==> src/rtl/parking_slot_scheduler.sv <==
// parking_slot_scheduler: per-slot FREE/RESERVED/OCCUPIED tracking, lowest-free-slot grants per zone, reservation expiry, guidance LEDs; optional ZONE_FALLBACK_EN lets a full zone spill into other zones
module parking_slot_scheduler #(
  parameter int NZONE          = 3,
  parameter int SLOTS_PER_ZONE = 2,
  parameter int TIMEOUT        = 30,
  parameter int TW             = 8
) (
  input  logic                            clock,
  input  logic                            reset,
  input  logic [NZONE*SLOTS_PER_ZONE-1:0] occ_n,
  input  logic                            req_valid,
  input  logic [1:0]                      req_zone,
  output logic                            req_ready,
  output logic                            grant_valid,
  output logic [3:0]                      grant_slot,
  output logic [1:0]                      grant_zone,
  output logic                            grant_full,
  output logic                            grant_err,
  output logic [NZONE*SLOTS_PER_ZONE-1:0] led,
  output logic [3:0]                      free_count,
  output logic                            all_full,
  output logic                            intrusion
);
  localparam int NSLOT = NZONE * SLOTS_PER_ZONE;
  typedef enum logic [1:0] {FREE, RESERVED, OCCUPIED} slot_t;
  typedef enum logic [1:0] {IDLE, SEARCH, RESP} fsm_t;
  fsm_t fsm;
  slot_t st [NSLOT];
  logic [TW-1:0] tmr [NSLOT];
  logic [NSLOT-1:0] sync1, sync2, occ, avail, gsel, intr_v;
  logic init, zone_ok, found, hit;
  logic [1:0] zone_q;
  logic [3:0] pick, nfree;
  assign occ = ~sync2;
  assign req_ready = fsm == IDLE;
  assign hit = fsm == SEARCH && zone_ok && found;
  // Sensor synchronizer; left out of reset so occupancy is already settled on the init cycle
  always_ff @(posedge clock) begin
    sync1 <= occ_n;
    sync2 <= sync1;
  end
  // Per-slot availability, free count, grant select and intrusion detection
  always_comb begin
    nfree = 4'd0;
    for (int i = 0; i < NSLOT; i++) begin
      avail[i] = st[i] == FREE && !occ[i];
      gsel[i] = hit && pick == 4'(i);
      intr_v[i] = st[i] == FREE && occ[i] && !init && !gsel[i];
      led[i] = st[i] == RESERVED;
      nfree = nfree + 4'(st[i] == FREE);
    end
  end
  // Lowest available slot in the requested zone, optionally falling back to the lowest anywhere
  always_comb begin
    zone_ok = zone_q != 2'd0 && zone_q <= 2'(NZONE);
    found = 1'b0;
    pick = 4'd0;
    for (int i = NSLOT - 1; i >= 0; i--)
      if (avail[i] && zone_q == 2'(i / SLOTS_PER_ZONE + 1)) begin
        found = 1'b1;
        pick = 4'(i);
      end
`ifdef ZONE_FALLBACK_EN
    if (!found)
      for (int i = NSLOT - 1; i >= 0; i--)
        if (avail[i]) begin
          found = 1'b1;
          pick = 4'(i);
        end
`endif
  end
  // Slot state machines and reservation timers; a grant overrides sensor activity that cycle
  always_ff @(posedge clock) begin
    if (reset) begin
      for (int i = 0; i < NSLOT; i++) begin
        st[i] <= FREE;
        tmr[i] <= '0;
      end
      init <= 1'b1;
      intrusion <= 1'b0;
    end else begin
      init <= 1'b0;
      intrusion <= |intr_v;
      for (int i = 0; i < NSLOT; i++) begin
        if (gsel[i]) begin
          st[i] <= RESERVED;
          tmr[i] <= '0;
        end else if (st[i] == FREE) begin
          st[i] <= occ[i] ? OCCUPIED : FREE;
        end else if (st[i] == RESERVED) begin
          if (occ[i] || tmr[i] == TW'(TIMEOUT - 1)) begin
            st[i] <= occ[i] ? OCCUPIED : FREE;
            tmr[i] <= '0;
          end else begin
            tmr[i] <= tmr[i] + TW'(tmr[i] != '1);
          end
        end else begin
          st[i] <= occ[i] ? OCCUPIED : FREE;
        end
      end
    end
  end
  // Request FSM with registered grant response and free-slot statistics
  always_ff @(posedge clock) begin
    if (reset) begin
      fsm <= IDLE;
      zone_q <= 2'd0;
      grant_valid <= 1'b0;
      grant_slot <= 4'd0;
      grant_zone <= 2'd0;
      grant_full <= 1'b0;
      grant_err <= 1'b0;
      free_count <= 4'(NSLOT);
      all_full <= 1'b0;
    end else begin
      fsm <= fsm == IDLE ? (req_valid ? SEARCH : IDLE) : fsm == SEARCH ? RESP : IDLE;
      zone_q <= fsm == IDLE && req_valid ? req_zone : zone_q;
      grant_valid <= fsm == SEARCH;
      grant_err <= fsm == SEARCH && !zone_ok;
      grant_full <= fsm == SEARCH && zone_ok && !found;
      grant_slot <= hit ? pick + 4'd1 : 4'd0;
      grant_zone <= hit ? 2'(pick / SLOTS_PER_ZONE + 1) : 2'd0;
      free_count <= nfree;
      all_full <= nfree == 4'd0;
    end
  end
endmodule

==> config.mk <==
export PLATFORM = sky130hd
export DESIGN_NAME = parking_slot_scheduler
export DESIGN_NICKNAME = d
export VERILOG_FILES = /design/src/rtl/parking_slot_scheduler.sv
export SDC_FILE = /design/constraint.sdc
export NUM_CORES = 1
export LEC_CHECK = 0
export BUFFER_PORTS_ARGS = -buffer_cell sky130_fd_sc_hd__buf_2
export CORE_MARGIN = 2
export CORE_UTILIZATION = 35
export DETAILED_ROUTE_END_ITERATION = 10
export PLACE_DENSITY = 0.52
export SYNTH_ARGS = -nofsm -noshare
export SYNTH_HDL_FRONTEND = slang
export SYNTH_SLANG_ARGS = --single-unit
==> constraint.sdc <==
create_clock -name clock -period 3.1 [get_ports clock]
set_input_delay 0.465 -clock clock [delete_from_list [all_inputs] [get_ports clock]]
set_output_delay 0.465 -clock clock [all_outputs]
set_load 0.02 [all_outputs]
==> results.md <==
- The maximum number of pins on one net before global-route repair is 28.
- For this run, the slowest stage of the critical path takes around 0.42 ns.
- The number of sinks on the clock net is between 90 and 100.
- The setup TNS is 0 ns.
- The final number of hold-violating endpoints is 0.
- Setup violations remaining at the end of the flow were counted as 0.
- The synthesis-to-layout area growth is 14.2%.
- For the finished layout, the period the worst path requires is 2.75 ns.
- The worst setup path is launched from a register.
- In this run the number of H-tree levels came out at 3.
- The critical path startpoint is st[5][0].
- For this run, the post-layout net count is between 400 and 500.
- The wire length of the first global-routing pass is between 10,000 and 15,000 µm.
- The floorplan step defined a die boundary enclosing approximately 13,000 µm².
- The post-route total power is between 2000 and 3000 µW.
- The initial cell density of the core is between 30% and 40%.
- The worst clock skew is roughly 0.0071 ns.
- The placeable core region is 12,100 µm².
- For this run, the leading register cell type out of synthesis is sky130_fd_sc_hd__edfxtp_1.
- After floorplanning, the core was divided into 40 placement rows.
- The critical path crosses 8 cells after its start point.
- For this run, the register share of the synthesized area comes to between 50% and 60%.
- Using the TritonRoute via totals, the vias-per-cell ratio works out to between 4 and 5.
- At the end of routability-driven placement, the weighted congestion stood at between 0.7 and 0.8.
- The critical path ends at tmr[5][5].
- Traced cell by cell, the critical path runs through or3b_1, nor3_1, a21oi_1, o22ai_1, ha_1, and3_1, a21oi_2, nand2b_1.
- The later pin in the worst-skew pair is clocked with a latency of between 0.3 and 0.4 ns.
- The mean instance size in the synthesized netlist is about 11 µm².
- After routing the design area is between 4000 and 5000 µm².
- The synthesized-area fraction occupied by ao, oa, aoi and oai cells is around 4.5%.
- The count of hold buffers inserted by post-cts repair is 0.
- The detail-routed net length per standard cell is roughly 14 µm.
- The family with the most delay on the worst path is simple AND/OR/NAND/NOR gates.
- The cell type with the largest total area after synthesis is sky130_fd_sc_hd__edfxtp_1.
- The via count is 2,968.
- The fmax is between 300 and 400 MHz.
- The share of the synthesized area in the top cell type is around two fifths.
- The count of different cell masters after synthesis is roughly 50.
- The standard cell area after detailed placement is between 4000 and 5000 µm².
- The max-cap check violation count is 0.
- The largest family of logic cells by synthesized area is simple AND/OR/NAND/NOR gates.
- The boundary pin count is 33.
- The root cell of the clock tree is sky130_fd_sc_hd__clkbuf_16.
- The slew at the pin closest to its max-slew limit is 0.580 ns.
- In this run, synthesis inferred 60 flip-flops with an integrated enable.
- After synthesis, the most frequently instantiated cells are sky130_fd_sc_hd__nor2_1 (77), sky130_fd_sc_hd__edfxtp_1 (60), sky130_fd_sc_hd__nand3_1 (37).
- The width of the chip is between 100 and 150 µm.
- The buffers plus inverters on the worst setup path is 0.
- At the worst endpoint, the required time is slightly above 3 ns.
- The count of port buffers added during placement is 31.
- The post-placement setup slack is 0.344 ns.
- The hold path depth is 1.
- For this design the ratio of total power to cell area is about 520 nW/µm².
- The peak ir drop on the vdd network is ~0.21 mV.
- Clock-pin slew was measured on the worst setup and hold paths at around 0.06 ns.
- The clock tree from TritonCTS is built.
- The number of setup buffers added after CTS is 0.
- The number of nets in the synthesized netlist is between 400 and 500.
- After global routing the overflow that remains totals 0.
- The number of pins with negative max-slew slack in the final report is 0.
- The origin of the critical flop-to-flop path is st[5][0].
- The fraction of the mapped netlist area in adder cells is under 10%.
- In this run the deepest clock path goes through 2 buffers.
- The fraction of final layout cells with drive strength greater than 1 is 12.7%.
- By area the synthesized netlist is led by sky130_fd_sc_hd__edfxtp_1 (41%), sky130_fd_sc_hd__dfxtp_1 (14%), sky130_fd_sc_hd__nor2_1 (6.6%).
- The number of buffers created by CTS is 9.
- The critical path is of the register to register type.
- The post-synthesis mux area share is 0%.
- STA puts the critical path data arrival time at roughly 2.7 ns.
- The final clock period utilization by the worst path is between 80% and 90%.
- The worst register-to-register path ends at tmr[5][5].
- 0 antenna diodes ended up in the layout.
- The synthesized design contains slightly above 90 register bits.
- Once detail routing completed, the nets flagged for antenna violations numbered 0.
- The most common cell in the netlist is sky130_fd_sc_hd__nor2_1.
- In the routed design, unresolved DRC markers number 0.
- Synthesis produced a netlist whose cell count is about 400.
- The synthesized cell area is about 4400 µm².
- In this run the worst hold path is classified as input port to register.
- In this run the static leakage power is around 0.002 µW.
- In this run the tightest slew margin relative to its limit is just over 60%.
- Once the clock tree was built, the resizer swapped 0 gates to a different size.
- The flow ran to the end, and the final reports show no timing, DRC or antenna violations.
- Setup repair after global routing left no endpoint under its margin.
- The global-route usage over all layers is approximately an eighth.
- For this run, the detailed router's first-pass iteration total came to 5.
- In this run, the number of DRC markers left after iteration 0 of detailed routing was between 200 and 250.
- The sort of element at the end of the critical path is a register.
- The number of global-route vias before repair is ~2,900.
- The worst reg-to-reg path cell count is 8.
- The estimated wirelength of the detail-placed design is around 6100 µm.
- The biggest fanout along the worst timing path is 8.
- The proportion of register bits with asynchronous set or reset after synthesis is 0%.
- The worst setup slack after layout is ~0.35 ns.
- Summing the areas of all and, or, nand and nor instances in the mapped netlist gives 24.1% of the synthesized area.
- For this block, the routed nets add up to 8300 µm of wire.
- The reg2reg setup slack is ~0.35 ns.
- For this design, the slowest cell found on the critical path is sky130_fd_sc_hd__or3b_1.
- Yosys printed 0 warnings.
- The initial antenna violation count is 0.
- Measured along the y axis, the die boundary spans between 100 and 150 µm.
- The post-synthesis share of cell area spent on xor and xnor gates is around 7.2%.
-- cells by family after synthesis --
group	after synthesis
flip-flops	91
XOR/XNOR	36
adder cells (fa/ha/maj)	20
AO/OA/AOI/OAI	24
other	1
AND/OR/NAND/NOR	201
buffers and inverters	26
-- report_power, final --
group / switching, µW / total [µW] / internal [µW]
clock: 436 / 1030 / 594
combinational: 107 / 176 / 69.0
sequential: 39.6 / 1380 / 1340
-- through the flow --
stage / hold slack, ns / std cells / utilization, %
detailed placement: 0.314 / 592 / 38.9
global placement: 0.312 / 592 / 38.9
floorplan: 0.310 / 399 / -
finish: 0.225 / 608 / 41.2
global route: 0.204 / 608 / 41.2
CTS: 0.212 / 608 / 41.2
-- worst register-to-register path, cell delays in order (launching register included) --
cell                       delay (ns)
sky130_fd_sc_hd__edfxtp_1        0.41
sky130_fd_sc_hd__or3b_1          0.42
sky130_fd_sc_hd__nor3_1          0.17
sky130_fd_sc_hd__a21oi_1         0.06
sky130_fd_sc_hd__o22ai_1         0.32
sky130_fd_sc_hd__ha_1            0.26
sky130_fd_sc_hd__and3_1          0.30
sky130_fd_sc_hd__a21oi_2         0.11
sky130_fd_sc_hd__nand2b_1        0.33
-- cell usage in the layout, fill, tap and decap left out, types with 4 or more instances in the layout --
| master | synthesis | routed |
|---|---|---|
| sky130_fd_sc_hd__nor2_1 | 77 | 77 |
| sky130_fd_sc_hd__edfxtp_1 | 60 | 60 |
| sky130_fd_sc_hd__nand3_1 | 37 | 37 |
| sky130_fd_sc_hd__dfxtp_1 | 31 | 31 |
| sky130_fd_sc_hd__buf_2 | 3 | 31 |
| sky130_fd_sc_hd__xor2_1 | 23 | 23 |
| sky130_fd_sc_hd__inv_1 | 19 | 19 |
| sky130_fd_sc_hd__ha_1 | 17 | 17 |
| sky130_fd_sc_hd__and3_1 | 13 | 13 |
| sky130_fd_sc_hd__nor2b_1 | 13 | 13 |
| sky130_fd_sc_hd__xnor2_1 | 13 | 13 |
| sky130_fd_sc_hd__nand2_1 | 12 | 12 |
| sky130_fd_sc_hd__clkbuf_16 | 0 | 10 |
| sky130_fd_sc_hd__nand4_1 | 7 | 7 |
| sky130_fd_sc_hd__and2_1 | 6 | 6 |
| sky130_fd_sc_hd__nor3_1 | 5 | 5 |
| sky130_fd_sc_hd__a21oi_1 | 5 | 5 |
| sky130_fd_sc_hd__a211o_1 | 4 | 4 |
| sky130_fd_sc_hd__nand2b_1 | 4 | 4 |
-- sequential cells by signal (all words and copies together), names as in the netlist, 2 cells and up --
name	cells
free_count	3
fsm	2
zone_q	2
grant_zone	2
sync2	6
sync1	6
st	12
grant_slot	4
tmr	48
-- cell type report --
class                   instances  area, µm²
clock buffers                  13        262
clock inverters                 3       20.0
fillers                      1188       7120
inverters                      19       71.3
multi-input cells             282       1840
flip-flops and latches         91       2420
well taps                     168        210
repair buffers                 32        163
-- layer usage --
layer	share of wire, %	wire length [µm]	vias up	track usage, %
met5	0	0	-	0
met4	1.5	126	0	4.76
met3	4.0	332	11	4.13
met2	48	3950	48	21.2
met1	47	3900	1424	17.0
li1	-	-	1485	-
-- worst min-delay path by stage --
stage / end / startpoint / slack, ns
after global placement: sync2[2] / sync1[2] / 0.31
after floorplan: sync2[0] / sync1[0] / 0.31
after detailed placement: sync2[3] / sync1[3] / 0.31
after global routing: sync1[5] / occ_n[5] / 0.20
after CTS: sync1[5] / occ_n[5] / 0.21
final: sync1[5] / occ_n[5] / 0.22
Power figures use the tool's default switching activity.
